`src/rtl/branch_predictor.sv`:
```
// branch_predictor: direct-mapped BTB with saturating direction counters and hit/mispredict counters
module branch_predictor #(
  parameter int ENTRIES = 16,
  parameter int ADDR_W  = 32,
  parameter int CTR_W   = 2,
  parameter int CNT_W   = 32
) (
  input  logic              clk_i,
  input  logic              rst_i,
  input  logic [ADDR_W-1:0] pc_i,
  input  logic              lookup_valid_i,
  output logic              hit_o,
  output logic              pred_taken_o,
  output logic [ADDR_W-1:0] next_pc_o,
  input  logic              upd_valid_i,
  input  logic [ADDR_W-1:0] upd_pc_i,
  input  logic              upd_taken_i,
  input  logic [ADDR_W-1:0] upd_target_i,
  input  logic              upd_mispred_i,
  input  logic              flush_i,
  output logic [CNT_W-1:0]  hit_cnt_o,
  output logic [CNT_W-1:0]  mispred_cnt_o
);
  localparam int IDX_W = $clog2(ENTRIES);
  localparam int TAG_W = ADDR_W - 2 - IDX_W;
  localparam logic [CTR_W-1:0] WT  = CTR_W'(1) << (CTR_W - 1);
  localparam logic [CTR_W-1:0] WNT = WT - CTR_W'(1);
  logic              valid_q [ENTRIES];
  logic [TAG_W-1:0]  tag_q   [ENTRIES];
  logic [ADDR_W-1:0] tgt_q   [ENTRIES];
  logic [CTR_W-1:0]  ctr_q   [ENTRIES];
  logic [CNT_W-1:0]  hit_cnt_q, hit_cnt_d, mis_cnt_q, mis_cnt_d;
  logic [IDX_W-1:0]  l_idx, u_idx;
  logic [TAG_W-1:0]  l_tag, u_tag;
  logic [CTR_W-1:0]  cur_ctr, ctr_d;
  logic [ADDR_W-1:0] tgt_d;
  logic              u_hit, wr;
  logic              unused_lsbs;
  assign unused_lsbs = ^{pc_i[1:0], upd_pc_i[1:0]};
  assign l_idx = pc_i[IDX_W+1:2];
  assign l_tag = pc_i[ADDR_W-1:IDX_W+2];
  assign u_idx = upd_pc_i[IDX_W+1:2];
  assign u_tag = upd_pc_i[ADDR_W-1:IDX_W+2];
  assign hit_o        = valid_q[l_idx] && (tag_q[l_idx] == l_tag);
  assign pred_taken_o = hit_o && ctr_q[l_idx][CTR_W-1];
  assign next_pc_o    = pred_taken_o ? tgt_q[l_idx] : pc_i + ADDR_W'(4);
  assign hit_cnt_o     = hit_cnt_q;
  assign mispred_cnt_o = mis_cnt_q;
  // A not-taken miss leaves the table alone; only taken misses allocate
  always_comb begin
    cur_ctr   = ctr_q[u_idx];
    u_hit     = valid_q[u_idx] && (tag_q[u_idx] == u_tag);
    wr        = upd_valid_i && !flush_i && (u_hit || upd_taken_i);
    ctr_d     = !u_hit ? WT
              : upd_taken_i ? ((&cur_ctr) ? cur_ctr : cur_ctr + CTR_W'(1))
              : ((|cur_ctr) ? cur_ctr - CTR_W'(1) : cur_ctr);
    tgt_d     = upd_taken_i ? upd_target_i : tgt_q[u_idx];
    hit_cnt_d = (lookup_valid_i && hit_o && !(&hit_cnt_q)) ? hit_cnt_q + CNT_W'(1) : hit_cnt_q;
    mis_cnt_d = (upd_valid_i && upd_mispred_i && !(&mis_cnt_q)) ? mis_cnt_q + CNT_W'(1) : mis_cnt_q;
  end
  always_ff @(posedge clk_i or posedge rst_i) begin
    if (rst_i) begin
      for (int i = 0; i < ENTRIES; i++) begin
        valid_q[i] <= 1'b0;
        tag_q[i]   <= '0;
        tgt_q[i]   <= '0;
        ctr_q[i]   <= WNT;
      end
    end else if (flush_i) begin
      for (int i = 0; i < ENTRIES; i++) valid_q[i] <= 1'b0;
    end else if (wr) begin
      valid_q[u_idx] <= 1'b1;
      tag_q[u_idx]   <= u_tag;
      tgt_q[u_idx]   <= tgt_d;
      ctr_q[u_idx]   <= ctr_d;
    end
  end
  always_ff @(posedge clk_i or posedge rst_i) begin
    if (rst_i) begin
      hit_cnt_q <= '0;
      mis_cnt_q <= '0;
    end else begin
      hit_cnt_q <= hit_cnt_d;
      mis_cnt_q <= mis_cnt_d;
    end
  end
endmodule
```
`config.mk`:
```
export PLATFORM = sky130hd
export DESIGN_NAME = branch_predictor
export DESIGN_NICKNAME = d
export VERILOG_FILES = /design/src/rtl/branch_predictor.sv
export SDC_FILE = /design/constraint.sdc
export NUM_CORES = 2
export LEC_CHECK = 0
export CAP_MARGIN = 20
export CORE_MARGIN = 4
export CORE_UTILIZATION = 55
export CTS_CLUSTER_SIZE = 16
export DETAILED_ROUTE_END_ITERATION = 10
export PLACE_DENSITY_LB_ADDON = 0.12
export SYNTH_ARGS = -nofsm -noshare
export SYNTH_HDL_FRONTEND = slang
export SYNTH_SLANG_ARGS = --single-unit
```
`constraint.sdc`:
```
create_clock -name clk_i -period 32 [get_ports clk_i]
set_input_delay 4.8 -clock clk_i [delete_from_list [all_inputs] [get_ports clk_i]]
set_output_delay 4.8 -clock clk_i [all_outputs]
set_load 0.05 [all_outputs]
```
; ---- Word level (Yosys, flattened, before mapping)
; Cells that the tools add are included.
[totals]
reg_bits = 1040
in_bits = 103
output_inout_bits = 98
word_cells = 143
[classes]
n_addsub = 5
n_lt_le_gt_ge = 3
eq_ne = 2
mux = 43
n_bitwise = 4
n_reduce_logical = 20
[op_table]
columns = op, n
row1 = $bwmux W512, 1
row2 = $bwmux W416, 1
row3 = $bmux W32 S4, 2
row4 = $mux W32, 7
row5 = $bmux W26 S4, 2
row6 = $mux W26, 5
row7 = $demux W32 S4, 1
row8 = $demux W26 S4, 1
row9 = $add A32 B1 Y32 const B, 2
row10 = $reduce_and A32 Y1, 2
row11 = $eq A26 B26 Y1, 2
row12 = $add A32 B3 Y32 const B, 1
row13 = $bwmux W32, 1
row14 = $mux W16, 2
row15 = $mux W2, 9
row16 = $bmux W2 S4, 2
row17 = $or A16 B16 Y16, 1
row18 = $ge A5 B5 Y1 const B, 2
row19 = $logic_and A1 B1 Y1, 10
row20 = $not A4 Y5, 2
row21 = $bmux W1 S4, 2
row22 = $demux W2 S4, 1
row23 = $lt A5 B1 Y1 const B, 1
row24 = $mux W1, 5
row25 = 9 further kinds, 12

; ---- Depth between registers and ports, before layout
[logic_depth]
depth_word = 10
ltp_mapped = 15
ltp_nobuf = 9

; ---- Worst setup path after synthesis
; Ideal clock, no wire load.
[synth_path]
path_type = input to output
startpoint = input pc_i[2]
endpoint = output next_pc_o[2]
t_arrival_ps = 8539
setup_slack_ps = 18661
path_stages = 13
path_buffers = 5
path_cell_list = buf_2 > buf_2 > buf_2 > mux4_2 > xnor2_1 > mux2i_1 > nor3_1 > a31oi_1 > nor4_1 > and4_1 > buf_2 > buf_2 > mux2i_1
[synth_between]
elab_chain_cells = 8
word_cells_on_any_way = 18
cone_classes = add/sub (1) / eq/ne (1) / mux (13) / bitwise (1) / reduce/logical (2)
[synth_lines]
columns = element, line_no
row1 = start: declaration, 10  ; input logic [ADDR_W-1:0] pc_i,
row2 = $not A4 Y5 (not written as such) (*), "44, 45"
row3 = $bmux W26 S4, 44  ; assign hit_o = valid_q[l_idx] && (tag_q[l_idx] == l_tag);
row4 = $mux W26 (not written as such) (2 in series), 44
row5 = $eq A26 B26 Y1, 44
row6 = $logic_and A1 B1 Y1, 44
row7 = $logic_and A1 B1 Y1 (*), 45  ; assign pred_taken_o = hit_o && ctr_q[l_idx][CTR_W-1];
row8 = named net pred_taken_o, 13  ; output logic pred_taken_o,
row9 = $mux W32 (*), 46  ; assign next_pc_o = pred_taken_o ? tgt_q[l_idx] : pc_i + ADDR_W'(4);
row10 = end: declaration, 14  ; output logic [ADDR_W-1:0] next_pc_o,
; The timed path passes the listed nets; every way through them passes the cells marked *. The select of a mux whose other input is x is not followed.

; ---- Final worst setup path
[layout_path]
startpoint = input pc_i[2]
endpoint = output next_pc_o[7]
[layout_between]
elab_chain_cells = 8
word_cells_on_any_way = 18
cone_classes = add/sub (1) / eq/ne (1) / mux (13) / bitwise (1) / reduce/logical (2)
[layout_lines]
columns = element, line_no
row1 = $not A4 Y5 (not written as such), "44, 45, 46"
row2 = $bmux W26 S4, 44
row3 = $mux W26 (not written as such) (2 in series), 44
row4 = $eq A26 B26 Y1, 44
row5 = $logic_and A1 B1 Y1, 44
row6 = $logic_and A1 B1 Y1, 45
row7 = $mux W32 (*), 46
; Every way passes the cells marked *; elsewhere a longest branch is shown, timed or not. The select of a mux whose other input is x is not followed.

==> flow_summary.json <==
{
  "stdcell_count": 5399,
  "grt_pass1_wl_um": 256000,
  "worst-path-buf-inv": 5,
  "rrSetupSlack_ps": 26020,
  "critPathMaxFanout": 49,
  "worst-endpoint-arrival_ps": 11260,
  "cpLargestDelayFamily": "buffers and inverters",
  "grt_usage": 0.311,
  "status": "completed",
  "synth_top_area_share": 0.444,
  "rr_endpoint": "tgt_q[286]",
  "holdPathEnd": "hit_cnt_o[12]",
  "synth_ff_type": "dfrtp_1",
  "critPathLaunchType": "primary input",
  "required_ps": 27200,
  "ys_warn_count": 0,
  "hold_viol": 0,
  "r2r-start": "tag_q[162]",
  "clkTransAtPathRegs_ps": 60,
  "drt-initial-drc-count": 3705,
  "min_period_ps": 16060,
  "antenna_found_initial": 9,
  "fin_tns_setup_ps": 0,
  "reg2reg_depth": 11,
  "crit_type": "in -> out",
  "crit_cells": 13,
  "dieWidth_um": 332,
  "rsz0062_at_grt": "no",
  "max_slew.worst_pin.slew_ps": 1210,
  "cpMostUsedCell": "buf_4",
  "cts_sinks": 1040,
  "globalplace.congestion": 0.889,
  "hold_path.class": "reg -> reg",
  "cts_tree": "yes",
  "synth_common_cells": "1024 x dfrtp_1, 897 x mux2_2, 467 x mux4_2",
  "critPathCaptureType": "output port",
  "finalSetupViolations": 0,
  "synth.most_common_cell": "dfrtp_1",
  "ys_async_sr_fraction": 1.00,
  "synth_edf_count": 0,
  "rows": 118,
  "startpoint": "pc_i[2]",
  "syn-num-nets": 3993,
  "die_area_mm2": 0.110,
  "peakVddDrop_mv": 0.0436,
  "overflow": 0,
  "viasPerCell": 6.82,
  "grt_max_degree": 170,
  "cts_max_level": 3,
  "final_nets": 4025,
  "wire_per_inst_um": 32.0,
  "power_leakage_nw": 28.6,
  "post-route-period-util": 0.502,
  "start_util": 0.556,
  "cp_cell_sequence": "buf_8, buf_4, buf_4, mux4_2, xnor2_1, mux2i_1, a32oi_1, o2111ai_1, nor4_1, and4_2, buf_4, mux2_2, clkdlybuf4s50_1",
  "critPathSlowestCell": "nor4_1",
  "syn_to_final_growth_pct": 11.1,
  "cap_violations": 0,
  "via_count": 36800,
  "ys_seq_elements": 1040,
  "synth_seq_area_share": 0.452,
  "post_cts_buffers": 0,
  "syn_area_per_cell_um2": 14.8,
  "clockRootBuffer": "clkbuf_16",
  "ys_top_cells_by_area": "dfrtp_1 44%, mux4_2 18%, mux2_2 18%",
  "wirelength_um": 173000,
  "numCtsBuffers": 113,
  "core-area_mm2": 0.104,
  "grt_pass1_vias": 37500,
  "worstHoldStart": "hit_cnt_o[12]",
  "ys_types": 76,
  "maxSlewViolCount": 0,
  "fp.dieH_um": 332,
  "port_buffers": 198,
  "critPathMaxStageDelay_ps": 770,
  "syn_inst": 3887,
  "relSlewSlack": 0.195,
  "fmax_mhz": 62.3,
  "dpl.cell_count": 5183,
  "antenna_left": 0,
  "post_cts_resized": 0,
  "drt_pass1_iterations": 5,
  "hpwlAfterDp_um": 103000,
  "drive_gt1_frac": 0.425,
  "p_per_area_mw_per_mm2": 55.2,
  "ctsLongestPathBuffers": 3,
  "skew_ps": 44.3,
  "clock_latency_ps": 730,
  "drc_errors": 0,
  "mappedNetlistArea_mm2": 0.0577,
  "postCtsHoldBufs": 0,
  "holdPathStages": 1,
  "ioPinCount": 201,
  "yosys.area.top_type": "dfrtp_1"
}
## sequential cells by signal (all words and copies together), names as in the netlist
register       cells
tag_q            416
hit_cnt_o         32
valid_q           16
ctr_q             32
tgt_q            512
mispred_cnt_o     32
## layout by cell type (no fill, tap or decap), types with 8 or more instances in the layout
cell	synthesis	layout
mux2_1	171	171
and3_1	23	23
clkbuf_1	157	20
dfrtp_1	1024	1024
clkbuf_16	0	113
and2_1	12	12
nor3_1	28	28
nor2_1	35	34
o22ai_1	26	26
a22oi_1	44	44
nor4_1	18	18
a21o_1	10	10
a211oi_4	10	12
a21oi_1	22	22
mux4_2	467	467
o21a_1	9	9
mux2_2	897	897
nand2_1	68	68
mux2i_1	193	193
bufinv_16	0	12
nand2b_1	16	16
nand3_1	48	48
inv_1	34	33
clkbuf_8	0	33
a221oi_1	12	12
nor2b_1	16	14
and4_1	18	17
xnor2_1	86	86
clkinv_2	0	25
nand4_1	30	30
xor2_1	57	57
dfstp_2	16	16
o211ai_1	8	8
clkdlybuf4s50_1	0	189
a22o_1	11	11
o21ai_0	16	16
buf_4	13	93
## per-layer routing
layer,global-route usage,wire (um),vias to the layer above
li1,-,-,15000
met1,0.450,72800,19900
met2,0.479,80100,1504
met3,0.0572,12900,365
met4,0.106,6770,8
met5,0,47,-
## report_power, final
part	switching [mW]	internal (mW)	total, mW	leakage [nW]
Sequential	0.107	1.46	1.56	13.9
Combinational	0.287	0.304	0.591	12.7
Clock	0.562	0.820	1.38	1.96
## area by class of cell
type                       instances  area (um^2)
clock inverter                    47          632
fill                            7933        39700
sequential                      1040        26000
clock buffer                     164         3330
timing repair buffer             294         2750
antenna                            4         10.0
inverter                          37          145
multi-input combinational       2433        29400
tap                             1380         1730
## worst max path at each step
stage,slack (ps),endpoint
finish,15940,next_pc_o[7]
global route,15720,next_pc_o[21]
CTS,15950,next_pc_o[21]
detailed placement,15980,next_pc_o[21]
global placement,15960,next_pc_o[21]
floorplan,12880,ctr_q[11]
## cells by family after synthesis
kind of cell / Yosys count / synth area share
AOI/OAI and AO/OA: 225 / 0.0312
xor gates and xnor gates: 143 / 0.0217
adders and majority gates: 5 / 0.000998
buffers and inverters: 414 / 0.0386
DFF: 1040 / 0.452
muxes: 1728 / 0.424
and+or+nand+nor: 332 / 0.0315
## through the flow
step                instance area (um^2)  setup slack (ps)  hold WS (ps)  total power, mW  utilization
floorplan                          57700             12880           464             1.99            -
global placement                   60100             15960           478             2.15        0.579
detailed placement                 60100             15980           487             2.17        0.579
CTS                                64100             15950           500             3.55        0.617
global route                       64100             15720           520             3.66        0.617
finish                             64100             15940           493             3.54        0.617
Note: power is estimated with default switching activity, not from simulation.
